<file path="src/rtl/uart_cmd_decoder.sv">
// Framed register read/write command decoder fed by a UART receiver byte stream.
// Validates the opcode and the XOR checksum and enforces an inter-byte timeout.
module uart_cmd_decoder #(
  parameter int          TIMEOUT  = 330000,
  parameter logic [7:0]  SYNC     = 8'hA5,
  parameter logic [7:0]  OP_WRITE = 8'h57,
  parameter logic [7:0]  OP_READ  = 8'h52
) (
  input  logic        clk,
  input  logic        rst,
  input  logic [7:0]  rx_data,
  input  logic        rx_valid,
  output logic [15:0] cmd_addr,
  output logic [7:0]  cmd_wdata,
  output logic        cmd_write,
  output logic        cmd_read,
  output logic        cmd_err,
  output logic [1:0]  err_cause
);

  typedef enum logic [2:0] {
    IDLE, OPCODE, ADDR_HI, ADDR_LO, DATA, CHECK
  } state_t;

  localparam logic [19:0] CNT_LAST = 20'(TIMEOUT - 1);

  state_t      state, state_next;
  logic [19:0] cnt, cnt_next;
  logic [7:0]  csum, csum_next;
  logic        is_write, is_write_next;
  logic [15:0] addr_sh, addr_sh_next;
  logic [7:0]  data_sh, data_sh_next;
  logic [15:0] cmd_addr_next;
  logic [7:0]  cmd_wdata_next;
  logic        cmd_write_next, cmd_read_next, cmd_err_next;
  logic [1:0]  err_cause_next;
  logic        timeout;

  // A byte arriving on the expiry cycle suppresses the timeout.
  assign timeout = (state != IDLE) && (cnt == CNT_LAST) && !rx_valid;

  always_ff @(posedge clk or posedge rst) begin
    if (rst) begin
      state     <= IDLE;
      cnt       <= '0;
      csum      <= '0;
      is_write  <= 1'b0;
      addr_sh   <= '0;
      data_sh   <= '0;
      cmd_addr  <= '0;
      cmd_wdata <= '0;
      cmd_write <= 1'b0;
      cmd_read  <= 1'b0;
      cmd_err   <= 1'b0;
      err_cause <= 2'b00;
    end else begin
      state     <= state_next;
      cnt       <= cnt_next;
      csum      <= csum_next;
      is_write  <= is_write_next;
      addr_sh   <= addr_sh_next;
      data_sh   <= data_sh_next;
      cmd_addr  <= cmd_addr_next;
      cmd_wdata <= cmd_wdata_next;
      cmd_write <= cmd_write_next;
      cmd_read  <= cmd_read_next;
      cmd_err   <= cmd_err_next;
      err_cause <= err_cause_next;
    end
  end

  always_comb begin
    state_next     = state;
    cnt_next       = (state == IDLE || rx_valid) ? 20'd0 : cnt + 20'd1;
    csum_next      = csum;
    is_write_next  = is_write;
    addr_sh_next   = addr_sh;
    data_sh_next   = data_sh;
    cmd_addr_next  = cmd_addr;
    cmd_wdata_next = cmd_wdata;
    cmd_write_next = 1'b0;
    cmd_read_next  = 1'b0;
    cmd_err_next   = 1'b0;
    err_cause_next = err_cause;

    if (timeout) begin
      state_next     = IDLE;
      cmd_err_next   = 1'b1;
      err_cause_next = 2'b11;
    end else if (rx_valid) begin
      case (state)
        IDLE: begin
          if (rx_data == SYNC) begin
            state_next = OPCODE;
            csum_next  = 8'h00;
          end
        end
        OPCODE: begin
          csum_next = csum ^ rx_data;
          if (rx_data == OP_WRITE) begin
            state_next    = ADDR_HI;
            is_write_next = 1'b1;
          end else if (rx_data == OP_READ) begin
            state_next    = ADDR_HI;
            is_write_next = 1'b0;
          end else begin
            state_next     = IDLE;
            cmd_err_next   = 1'b1;
            err_cause_next = 2'b01;
          end
        end
        ADDR_HI: begin
          csum_next          = csum ^ rx_data;
          addr_sh_next[15:8] = rx_data;
          state_next         = ADDR_LO;
        end
        ADDR_LO: begin
          csum_next         = csum ^ rx_data;
          addr_sh_next[7:0] = rx_data;
          state_next        = is_write ? DATA : CHECK;
        end
        DATA: begin
          csum_next    = csum ^ rx_data;
          data_sh_next = rx_data;
          state_next   = CHECK;
        end
        CHECK: begin
          state_next = IDLE;
          if (rx_data == csum) begin
            cmd_addr_next = addr_sh;
            if (is_write) begin
              cmd_wdata_next = data_sh;
              cmd_write_next = 1'b1;
            end else begin
              cmd_read_next = 1'b1;
            end
          end else begin
            cmd_err_next   = 1'b1;
            err_cause_next = 2'b10;
          end
        end
        default: state_next = IDLE;
      endcase
    end
  end

endmodule

</file>
<file path="config.mk">
export PLATFORM = sky130hd
export DESIGN_NAME = uart_cmd_decoder
export DESIGN_NICKNAME = d
export VERILOG_FILES = /design/src/rtl/uart_cmd_decoder.sv
export SDC_FILE = /design/constraint.sdc
export NUM_CORES = 1
export LEC_CHECK = 0
export ABC_AREA = 1
export CORE_MARGIN = 5
export CORE_UTILIZATION = 50
export DETAILED_ROUTE_END_ITERATION = 16
export DONT_BUFFER_PORTS = 1
export GPL_ROUTABILITY_DRIVEN = 0
export PLACE_DENSITY = 0.7
export SLEW_MARGIN = 20
export SYNTH_ARGS = -nofsm -noshare
export SYNTH_HDL_FRONTEND = slang
export SYNTH_SLANG_ARGS = --single-unit
</file>
<file path="constraint.sdc">
create_clock -name clk -period 3.9 [get_ports clk]
set_clock_uncertainty 0.1 [all_clocks]
set_input_delay 1.17 -clock clk [delete_from_list [all_inputs] [get_ports clk]]
set_output_delay 1.17 -clock clk [all_outputs]
set_load 0.02 [all_outputs]
</file>
Word level (Yosys, flattened, before mapping)
Cells that the tools add are included.
{ "op_classes": {"addsub": 1, "n_eq_ne": 15, "n_mux": 34, "bitwise": 2, "reduce_logical": 20} }
{ "op_table": {"columns": ["op", "n"], "rows": [
  ["adder 20 x 1 -> 20 bit (second input constant)", 1],
  ["equality test 20 x 19 -> 1 bit (second input constant)", 1],
  ["two-way mux 20 bit", 1],
  ["two-way mux 1 bit", 18],
  ["equality test 8 x 7 -> 1 bit (second input constant)", 2],
  ["one-hot mux 8 bit (2 select lines)", 1],
  ["one-hot mux 3 bit (5 select lines)", 1],
  ["two-way mux 2 bit", 6],
  ["two-way mux 3 bit", 4],
  ["AND reduction 4 bit", 3],
  ["AND reduction 5 bit", 2],
  ["!= test 3 bit (second input constant)", 3],
  ["AND reduction 3 bit", 3],
  ["equality test 8 bit", 1],
  ["equality test 8 bit (second input constant)", 1],
  ["two-way mux 8 bit", 1],
  ["XOR 8 bit", 1],
  ["equality test 3 x 2 -> 1 bit (second input constant)", 2],
  ["equality test 3 bit (second input constant)", 2],
  ["nonzero test 2 bit", 3],
  ["nonzero test 3 bit", 2],
  ["one-hot mux 2 bit (2 select lines)", 1],
  ["OR reduction 4 bit", 1],
  ["equality test 3 x 1 -> 1 bit (second input constant)", 1],
  ["9 further kinds", 10]
]} }
{ "totals": {"regBits": 85, "inputBits": 11, "elab_cells": 85} }

Depth between registers and ports, before layout
{ "logic_depth": {"depth_word": 6, "mapped_depth": 11, "mapped_depth_nobuf": 10} }

Least setup slack after synthesis
Ideal clock, no wire load.
{ "synth_path": {"path_kind": "input -> register", "startpoint": "input port rx_data[6]", "endpoint": "register cmd_addr[0]", "setup_ns": 0.117, "arrival_ns": 2.094, "slack_ns": 1.589, "cell_stages": 11, "cell_sequence": "inv_1 > nand2_1 > nand2_1 > nand2_1 > nor2_1 > and2_4 > buf_12 > nand2_8 > buf_6 > nand2_1 > nand2_1"} }
{ "synth_via": {"elab_chain_len": 2} }
{ "synth_lines": {"columns": ["item", "line", "text"], "rows": [
  ["start, declared", "11", "input logic [7:0] rx_data,"],
  ["equality test 8 bit", "129", "if (rx_data == csum) begin"],
  ["AND reduction 4 bit (no line)", null, null],
  ["end signal, assigned", "63", "cmd_addr <= cmd_addr_next;"],
  ["end, declared", "13", "output logic [15:0] cmd_addr,"]
]} }
No other way between the ends.
A chain may end at the register's enable or synchronous reset.

Worst setup path after layout
{ "layout_path": {"startpoint": "input port rx_data[6]", "endpoint": "register cmd_wdata[3]"} }
{ "layout_via": {"elab_chain_len": 2} }
{ "layout_lines": {"columns": ["item", "line", "text"], "rows": [
  ["equality test 8 bit", "129", null],
  ["AND reduction 5 bit (no line)", null, null],
  ["end signal, assigned", "64", "cmd_wdata <= cmd_wdata_next;"],
  ["end, declared", "14", "output logic [7:0] cmd_wdata,"]
]} }
No other way between the ends.

==> impl_metrics.json <==
{
  "yosysSeqAreaShare": 0.543,
  "start_util": 0.510,
  "synth_top_family_by_area": "simple AND/OR/NAND/NOR gates",
  "synth_cells": 480,
  "layout_worst_path_cycle_share": 0.602,
  "path_common_cell": "nand2_1",
  "post_drt_wl_per_cell_um": 14.0,
  "ys.flop_type": "dfrtp_1",
  "worst-path-buf-inv": 2,
  "worstPathCellList": "inv_1 > nand2_1 > nand2_1 > nand2_1 > nor2_1 > and2_4 > nand3_2 > clkinv_2 > nand2_1 > nand2_1",
  "grt_max_degree": 31,
  "final_cell_mix": "nand2_1, dfrtp_1, inv_1, nand3_1, o21ai_0",
  "synth-edff-count": 0,
  "layout_commonest_cell": "nand2_1",
  "synth_warnings": 0,
  "finalWorstPathRequiredPeriod_ps": 2350,
  "cts_buffer_depth": 2,
  "synthMuxAreaShare": 0,
  "worst_slew_pin_slew_ps": 652,
  "p_per_area_nw_per_um2": 454,
  "final_cells": 591,
  "synth_seq_cells": 85,
  "design.core.area_sq_um": 7690,
  "cp-start-kind": "primary input",
  "grt_use_total": 0.185,
  "die_h_um": 98.5,
  "overflow": 0,
  "post_cts_resized": 0,
  "synthDistinctLibCells": 35,
  "cts_made_buffers": 9,
  "syn_to_final_growth_pct": 6.61,
  "io_pins": 40,
  "final_hold_viol_count": 0,
  "place_ws_ps": 1190,
  "clock-sinks": 85,
  "tns_ps": 0,
  "die_area_sq_um": 9710,
  "synth_simple_gate_area_frac": 0.299,
  "async_flop_share": 1.00,
  "htree_num_levels": 3,
  "finalSetupViolCount": 0,
  "grt_pass1_vias": 2993,
  "first_iter_violations": 170,
  "port_buffers": 0,
  "clk_pin_slew_ps": 90,
  "critPathKind": "in -> reg",
  "r2r_slack_ps": 2050,
  "die_w_um": 98.5,
  "syn_nets": 492,
  "syn_avg_cell_area_sq_um": 8.16,
  "dp_cells": 575,
  "critPathTopFamily": "simple AND/OR/NAND/NOR gates",
  "nets": 496,
  "required_ps": 4100,
  "layout-drive-gt1-share": 0.0695,
  "cts_root_buf": "clkbuf_8",
  "cap_violations": 0,
  "cp_max_fo": 20,
  "synth_adder_area_share": 0.00319,
  "synth_compound_gate_area_share": 0.0827,
  "synth_xor_area_frac": 0.00447,
  "fmax_ghz": 0.426,
  "slew_headroom": 0.563,
  "cts_tree": "done",
  "max_stage_delay_ps": 320,
  "cts_hold_buffers": 0,
  "antenna_found_initial": 0,
  "crit_path_end_kind": "flop",
  "vdd_drop_max_mv": 0.248,
  "num_rows": 32,
  "slew_violations": 0,
  "wl_um": 8250,
  "antenna_left": 0,
  "clk_latency_ps": 360,
  "slowest_stage": "and2_4",
  "num_vias": 3040,
  "rsz0062_at_grt": "false",
  "worst_ep_arrival_time_ps": 2550,
  "first_pass_iters": 4,
  "grt_pass1_wl_um": 14700,
  "postCtsSetupBuffers": 0,
  "status": "complete, no violations",
  "remaining_drc_errors": 0,
  "mappedNetlistArea_sq_um": 3920,
  "vias_per_cell": 5.14,
  "antenna_cells": 0,
  "leakage_nw": 2.08,
  "dp.final_hpwl_um": 6000,
  "setup_slack_ps": 1550,
  "hold_path_class": "reg -> reg"
}
-- state kept, by name (all words and copies together) (netlist names), 2 cells and up --
name and count:
cnt 20, err_cause 2, data_sh 8, csum 8
state 3, addr_sh 16, cmd_wdata 8, cmd_addr 16
-- through the flow --
| stage | total power, mW | utilization | hold slack [ps] | instance area, sq um |
|---|---|---|---|---|
| 3_3_place_gp | 1.32 | 0.520 | 347 | 4000 |
| 2_1_floorplan | 1.25 | - | 333 | 3920 |
| 4_1_cts | 1.91 | 0.543 | 363 | 4180 |
| 5_1_grt | 2.02 | 0.543 | 405 | 4180 |
| 3_5_place_dp | 1.33 | 0.520 | 351 | 4000 |
| 6_report | 1.89 | 0.543 | 359 | 4180 |
-- power by group --
part	internal, mW	total (mW)	switching [mW]
registers	0.957	1.02	0.0618
logic	0.0919	0.290	0.198
clock network	0.242	0.586	0.344
-- cell type report --
type,count,area (sq um)
clock buffers,9,124
flip-flops and latches,85,2130
repair buffers,3,22.5
well taps,102,128
inverters,51,194
clock inverters,7,56.3
multi-input cells,334,1530
fillers,730,3510
-- synth_stat cells (3+ instances only) --
cell      instances  area share
nand2_1         165        0.16
nor2_1           35       0.034
clkbuf_1          3      0.0029
a21oi_1          12       0.015
inv_1            46       0.044
buf_2             3      0.0038
dfrtp_1          85        0.54
o21ai_0          41       0.052
o21ai_1           3      0.0038
nand3_1          41       0.052
nand4_1           7       0.011
inv_2             4      0.0038
nor3_1            8       0.010
-- per-layer routing --
layer  vias up  track usage  share of wire
li1       1549            -              -
met1      1428        0.269           0.49
met2        57        0.266           0.44
met3         6       0.0587          0.060
met4         0       0.0567         0.0082
met5         -            0              0
-- path summary, 6_finish.rpt --
check / start / to / cells past startpoint
setup / recovery: rx_data[6] / cmd_wdata[3]$_DFFE_PP0P_ / 10
hold / removal: cnt[0]$_DFF_PP0_ / cnt[0]$_DFF_PP0_ / 1
setup reg to reg: state[0]$_DFFE_PP0P_ / csum[7]$_DFFE_PP0P_ / 5
hold reg to reg: cnt[0]$_DFF_PP0_ / cnt[0]$_DFF_PP0_ / 1
max in group asynchronous: rst / csum[2]$_DFFE_PP0P_ / 2
min in group asynchronous: rst / addr_sh[1]$_DFFE_PP0P_ / 1
-- cells by family (layout without fill, tap and decap cells) --
family	count (synthesis)	after routing
AO/OA/AOI/OAI	62	62
XOR/XNOR	2	2
adder cells (fa/ha/maj)	1	1
buffers and inverters	61	70
flip-flops	85	85
AND/OR/NAND/NOR	269	269
(Power assumes the default switching activity.)
